$ cat src/rtl/dcl_readout_serializer_if.sv
// Write port from the DCL packet generator into the readout FIFO,
// plus the occupancy flags returned to the DCL.
interface dcl_readout_serializer_if #(
  parameter int DEPTH = 4,
  parameter int PKT_W = 54
);
  localparam int CW = $clog2(DEPTH) + 1;

  logic             push;
  logic [PKT_W-1:0] packet;
  logic             fifo_full;
  logic             fifo_empty;
  logic [CW-1:0]    fifo_count;

  modport master (output push, packet, input fifo_full, fifo_empty, fifo_count);
  modport slave  (input push, packet, output fifo_full, fifo_empty, fifo_count);
endinterface

$ cat src/rtl/dcl_readout_serializer.sv
// DCL readout serializer: packet FIFO, frame builder ({start, chip_id, packet})
// and MSB-first serial shifter gated by ser_en, with drop accounting.
module dcl_readout_serializer #(
  parameter int DEPTH = 4,
  parameter int PKT_W = 54,
  parameter int ID_W  = 5,
  parameter int GAP   = 2
)(
  input  logic                     clock,
  input  logic                     rst_b,
  dcl_readout_serializer_if.slave  dcl,
  input  logic [ID_W-1:0]          chip_id,
  input  logic                     ser_en,
  input  logic                     clr_drop,
  output logic                     ser_out,
  output logic                     ser_busy,
  output logic                     frame_done,
  output logic [7:0]               drop_count
);
  localparam int AW = $clog2(DEPTH);
  localparam int CW = AW + 1;
  localparam int F  = 1 + ID_W + PKT_W;
  localparam int BW = $clog2(F);
  localparam int GW = (GAP > 1) ? $clog2(GAP) : 1;

  typedef enum logic [1:0] {S_IDLE, S_SHIFT, S_GAP} state_t;

  logic [PKT_W-1:0] mem [DEPTH];
  logic [AW-1:0]    wr_ptr, rd_ptr;
  logic [CW-1:0]    count;
  logic             wr, load;
  state_t           state, nxt;
  logic [F-1:0]     sh;
  logic [BW-1:0]    bit_cnt;
  logic [GW-1:0]    gap_cnt;

  // Flags come straight off the registered occupancy, never from push.
  assign dcl.fifo_full  = (count == CW'(DEPTH));
  assign dcl.fifo_empty = (count == '0);
  assign dcl.fifo_count = count;

  assign wr = dcl.push && !dcl.fifo_full;
  // A frame loads from IDLE, or directly at the end of the gap so that
  // back-to-back frames are separated by exactly GAP idle bits.
  assign load = ser_en && !dcl.fifo_empty &&
                ((state == S_IDLE) || (state == S_GAP && gap_cnt == '0));

  // Packet storage; contents are don't-care until written.
  always_ff @(posedge clock)
    if (wr) mem[wr_ptr] <= dcl.packet;

  // Pointers and occupancy; a pop only ever happens on a frame load.
  always_ff @(posedge clock or negedge rst_b)
    if (!rst_b) begin
      wr_ptr <= '0;
      rd_ptr <= '0;
      count  <= '0;
    end else begin
      if (wr)   wr_ptr <= wr_ptr + AW'(1);
      if (load) rd_ptr <= rd_ptr + AW'(1);
      count <= count + CW'(wr) - CW'(load);
    end

  // Saturating drop counter; a clear wins over a coincident drop.
  always_ff @(posedge clock or negedge rst_b)
    if (!rst_b)                                              drop_count <= '0;
    else if (clr_drop)                                       drop_count <= '0;
    else if (dcl.push && dcl.fifo_full && drop_count != 8'hFF) drop_count <= drop_count + 8'd1;

  // State register.
  always_ff @(posedge clock or negedge rst_b)
    if (!rst_b) state <= S_IDLE;
    else        state <= nxt;

  // Next-state logic; everything advances only on ser_en.
  always_comb begin
    nxt = state;
    if (ser_en)
      case (state)
        S_IDLE:  if (!dcl.fifo_empty) nxt = S_SHIFT;
        S_SHIFT: if (bit_cnt == '0)   nxt = S_GAP;
        S_GAP:   if (gap_cnt == '0)   nxt = dcl.fifo_empty ? S_IDLE : S_SHIFT;
        default: nxt = S_IDLE;
      endcase
  end

  // Shift register, bit/gap counters and the single-clock frame_done pulse.
  // chip_id is captured at load so later changes do not touch the frame.
  always_ff @(posedge clock or negedge rst_b)
    if (!rst_b) begin
      sh         <= '0;
      bit_cnt    <= '0;
      gap_cnt    <= '0;
      frame_done <= 1'b0;
    end else begin
      frame_done <= ser_en && (state == S_SHIFT) && (bit_cnt == BW'(1));
      if (load) begin
        sh      <= {1'b1, chip_id, mem[rd_ptr]};
        bit_cnt <= BW'(F - 1);
      end else if (ser_en && state == S_SHIFT) begin
        if (bit_cnt != '0) begin
          sh      <= sh << 1;
          bit_cnt <= bit_cnt - BW'(1);
        end else begin
          gap_cnt <= GW'(GAP - 1);
        end
      end else if (ser_en && state == S_GAP && gap_cnt != '0) begin
        gap_cnt <= gap_cnt - GW'(1);
      end
    end

  // Outputs decoded from state so reset forces the line low at once.
  always_comb begin
    ser_out  = (state == S_SHIFT) && sh[F-1];
    ser_busy = (state != S_IDLE);
  end
endmodule

$ cat src/flat_wrapper.sv
// flat-port wrapper written by rule: the top's interface ports become plain ports
module dcl_readout_serializer_flat 
#(
  parameter int DEPTH = 4,
  parameter int PKT_W = 54,
  parameter int ID_W  = 5,
  parameter int GAP   = 2
)
  (clock, rst_b, chip_id, ser_en, clr_drop, ser_out, ser_busy, frame_done, drop_count, dcl_push, dcl_packet, dcl_fifo_full, dcl_fifo_empty, dcl_fifo_count);
  dcl_readout_serializer_if #(.DEPTH(DEPTH), .PKT_W(PKT_W)) dcl_i ();
  input  logic clock;
  input  logic rst_b;
  input  logic [ID_W-1:0] chip_id;
  input  logic ser_en;
  input  logic clr_drop;
  output logic ser_out;
  output logic ser_busy;
  output logic frame_done;
  output logic [7:0] drop_count;
  input wire logic [$bits(dcl_i.push)-1:0] dcl_push;
  input wire logic [$bits(dcl_i.packet)-1:0] dcl_packet;
  output wire logic [$bits(dcl_i.fifo_full)-1:0] dcl_fifo_full;
  output wire logic [$bits(dcl_i.fifo_empty)-1:0] dcl_fifo_empty;
  output wire logic [$bits(dcl_i.fifo_count)-1:0] dcl_fifo_count;
  assign dcl_i.push = dcl_push;
  assign dcl_i.packet = dcl_packet;
  assign dcl_fifo_full = dcl_i.fifo_full;
  assign dcl_fifo_empty = dcl_i.fifo_empty;
  assign dcl_fifo_count = dcl_i.fifo_count;
  dcl_readout_serializer #(.DEPTH(DEPTH), .PKT_W(PKT_W), .ID_W(ID_W), .GAP(GAP)) u_core (.clock(clock), .rst_b(rst_b), .dcl(dcl_i), .chip_id(chip_id), .ser_en(ser_en), .clr_drop(clr_drop), .ser_out(ser_out), .ser_busy(ser_busy), .frame_done(frame_done), .drop_count(drop_count));
endmodule
$ cat config.mk
export PLATFORM = sky130hd
export DESIGN_NAME = dcl_readout_serializer_flat
export DESIGN_NICKNAME = d
export VERILOG_FILES = /design/src/rtl/dcl_readout_serializer_if.sv /design/src/rtl/dcl_readout_serializer.sv /design/src/flat_wrapper.sv
export SDC_FILE = /design/constraint.sdc
export NUM_CORES = 1
export LEC_CHECK = 0
export CORE_MARGIN = 5
export CORE_UTILIZATION = 55
export CTS_BUF_LIST = sky130_fd_sc_hd__clkbuf_2
export CTS_CLUSTER_DIAMETER = 100
export DETAILED_ROUTE_END_ITERATION = 6
export PLACE_DENSITY = 0.8
export SYNTH_ARGS = -nofsm -noshare
export SYNTH_HDL_FRONTEND = slang
export SYNTH_SLANG_ARGS = --single-unit
export TNS_END_PERCENT = 5
$ cat constraint.sdc
create_clock -name clock -period 3.55 [get_ports clock]
set_input_delay 0.5325 -clock clock [delete_from_list [all_inputs] [get_ports clock]]
set_output_delay 0.5325 -clock clock [all_outputs]
set_load 0.05 [all_outputs]
==> results.md <==
* RSZ-0062 raised after global routing: false
* Arrival time at the worst endpoint at 2.57 ns
* Vias at 6,695
* Post-CTS Setup Bufs at 0
* H-tree Lvls at 3
* CTS Sinks at ~300
* FF+latch count, synth at 301
* Main synth FF type: edfxtp_1
* Sequential share of power at 51.0%
* Syn Nets at ~810
* Final worst setup slack at ~0.45 ns
* Minimum clock period at just over 3 ns
* Largest family of logic cells by synthesized area: simple AND/OR/NAND/NOR gates
* CP cell instances: nor3_1, clkdlybuf4s50_1
* Leakage at approximately 5 nW
* DP HPWL at approximately 13,000 microns
* Crit end category: primary output
* Gate Count Post-Synth at 739
* Power Internal at approximately 7 mW
* Worst slew pin tran at between 0.7 and 0.8 ns
* Avg Inst Size Synth at ~16 sq um
* CP max-delay cell: clkdlybuf4s50_1
* Final Cycle Share at between 80% and 90%
* Filler instances at around 1,500
* Chip width at around 160 microns
* Area growth, synth to finish at 15.41%
* Sw frac at 31.76%
* Clock power frac at a little under a quarter
* Wire per inst at around 18 microns
* Area of the multi-input gates at 3034 sq um
* Largest net degree at the start of global routing at 55
* Synth Area in Compound Gates at 2.065%
* Grt met2 use at 29.84%
* Clock tree root driver cell: clkbuf_2
* Kind of critical path: reg -> out
* Crit Path Max Fanout at 6
* CTS tree: built
* Core footprint at between 20,000 and 25,000 sq um
* Setup crit start kind: flip-flop
* DR pass1 iterations at 5
* DR iter-0 viols at ~430
* Synth Area in Adders at approximately 1.1%
* Final Max Slew Viols at 0
* M1 GR Usage at 23.88%
* Yosys cell types at 46
* Kind of cell adding the most delay to the critical path: buffers and inverters
* First-pass GRT wire length at approximately 35,000 microns
* Worst-Skew Late Latency at 0.82 ns
* Final TNS setup at 0 ns
* Post-synth top area share at between 50 and 60%
* Psw at between 3 and 4 mW
* Run status: finished clean
* Total CTS buffers at between 70 and 80
* Synthesized area at 11,880 sq um
* MaxCap Viol Count at 0
* Vias in the first global route at around 7,000
* Min-delay worst type: in -> async
* Grt met3 use at about 4.5%
* Gate power share at 26.3%
* FF/Latch Area at approximately 8600 sq um
* Post-synthesis xor/xnor area fraction at 0.7374%
* GRT Util Overall at approximately 18%
* Largest area contributor in the netlist: edfxtp_1
* FFs w/ async S/R, synth at 28.24%
* Worst VDD drop at approximately 0.42 mV
* Die area at about 25,000 sq um
* Post-synth EDFFs at approximately 220
* Worst Path Required at 3.02 ns
* Nets at 944
* Slew HR at 52.71%
* Clk slew on worst S/H paths at roughly 0.11 ns
* Setup violators final at 0
* Sequential area share after synthesis at between 70 and 80%
* Setup Skew at 0.08936 ns
* Critical path buffer and inverter count at 1
* GR Overflow Total at 0
* Place WS at 0.5725 ns
* Hold Violations, Final at 0
* IO Pins at 80
* Gr busiest metal: met2
* Share of layout cells above drive strength 1 at a little over a fifth
* # DRC at 0
* Max Root-Sink Buffers at 3
* Initial Util at a little under three fifths
* Fmax at 0.3224 GHz
* Synth area leaders: edfxtp_1, dfrtp_1, mux4_2, nand3_1, nand2_1
* Power Dens Cells at roughly 730 nW/um^2
* CP peak stage delay at ~0.91 ns
* PortBufs at 79
* Mux contribution to synthesized area at 10.76%
* DRT antenna net count at 0
* Post-synthesis simple-gate area fraction at ~11%
* Num rows at between 50 and 60
* Initial antenna violation count at 1
* DR vias/cell at 5.570
* Gp weighted congestion at 0.7790
* Final WL at ~22,000 microns
* Chip height at ~160 microns
* YS warnings at 0
## kinds of logic (layout without fill, tap and decap cells)
family,count (synthesis),after routing
AO/OA/AOI/OAI,29,29
XOR/XNOR,10,10
adder cells (fa/ha/maj),10,10
buffers and inverters,51,238
flip-flops,301,301
multiplexers,60,60
other,0,1
AND/OR/NAND/NOR,278,278
## layout make-up
type | instances | share of cell area (%)
antenna | 1 | 0.01825
timing repair buffer | 95 | 7.101
clock inverter | 24 | 1.114
sequential | 301 | 62.87
clock buffer | 109 | 3.980
multi-input combinational | 387 | 22.13
tap | 275 | 2.510
inverter | 10 | 0.2738
## worst register-to-register path: stages, from the launching register on
cell     delay [ns]
dfrtp_1        0.43
inv_1          0.09
ha_1           0.30
inv_1          0.13
o21ai_4        0.60
buf_4          0.50
nand3_1        0.13
nand3_1        0.11
## power groups by stage
stage | combinational (mW) | sequential, mW | clock (mW)
global route | 2.87 | 5.20 | 2.56
global placement | 2.61 | 5.14 | 0
floorplan | 2.00 | 5.02 | 0
detailed placement | 2.66 | 5.18 | 0
finish | 2.63 | 5.10 | 2.27
CTS | 2.68 | 5.11 | 2.36
## cells in the mapped netlist (all sizes together) (3+ instances only)
master,n
nor2,9
nor3,5
nand2,129
mux2i,5
a221o,4
o21ai,7
dfrtp,85
inv,10
nand3,108
and2,4
edfxtp,216
a21oi,6
xnor2,7
xor2,3
ha,9
buf,23
nand4,4
mux4,54
and3,6
clkbuf,18
## what timing repair did
item	CTS	global route
gates resized for setup	0	0
endpoints found under the setup margin	0	0
endpoints found under the hold margin	51	0
hold buffers	1	0
## sequential cells by signal, indices dropped and copies added (netlist names)
name                   count
u_core.frame_done          1
u_core.gap_cnt             1
u_core.mem               216
u_core.bit_cnt             6
u_core.state               2
u_core.dcl.fifo_count      3
u_core.wr_ptr              2
u_core.sh                 60
u_core.rd_ptr              2
u_core.drop_count          8
## cell usage in the layout, fill, tap and decap left out, types with 3 or more instances in the layout
master	synthesis	layout
a21oi_1	5	5
o21ai_0	6	6
clkdlybuf4s50_1	0	78
nand2_1	129	129
and2_2	0	4
xnor2_1	7	7
and3_1	6	6
dfrtp_1	85	83
a221o_1	4	4
clkbuf_2	0	109
mux4_2	54	54
nand4_1	4	4
ha_1	9	9
clkinv_2	0	4
buf_12	0	5
edfxtp_1	216	216
nor3_1	5	5
nor2_1	9	9
buf_4	5	11
clkinv_1	0	17
inv_1	10	10
nand3_1	108	108
xor2_1	3	3
mux2i_1	5	5
## stage by stage
stage	instances	util, %	instance area, sq um	power [mW]	hold WS [ns]
after floorplan	739	-	11880	7.016	0.2369
after global placement	1067	61.44	13000	7.742	0.4582
after detailed placement	1067	61.44	13000	7.848	0.4614
after CTS	1201	64.79	13710	10.15	0.2384
after global routing	1202	64.80	13710	10.62	0.2296
final	1202	64.80	13710	9.996	0.3178
## path summary, 6_finish.rpt
kind	start	endpoint	slack, ns	cells after the start
max	u_core.dcl.fifo_count[0]$_DFF_PN0_	dcl_fifo_empty	0.45	2
min	rst_b	u_core.sh[23]$_DFFE_PN0P_	0.32	2
max reg2reg	u_core.bit_cnt[0]$_DFFE_PN0P_	u_core.sh[2]$_DFFE_PN0P_	1.13	7
min reg2reg	u_core.sh[52]$_DFFE_PN0P_	u_core.sh[53]$_DFFE_PN0P_	0.44	2
max in group asynchronous	rst_b	u_core.bit_cnt[4]$_DFFE_PN0P_	2.44	3
min in group clock	chip_id[4]	u_core.sh[58]$_DFFE_PN0P_	0.32	3
## per-layer routing
metal | up-vias | share of wire, %
met5 | - | 0
met4 | 0 | 1.9
met3 | 32 | 5.7
met2 | 199 | 50
met1 | 3354 | 42
li1 | 3110 | -
Note: power is estimated with default switching activity, not from simulation.
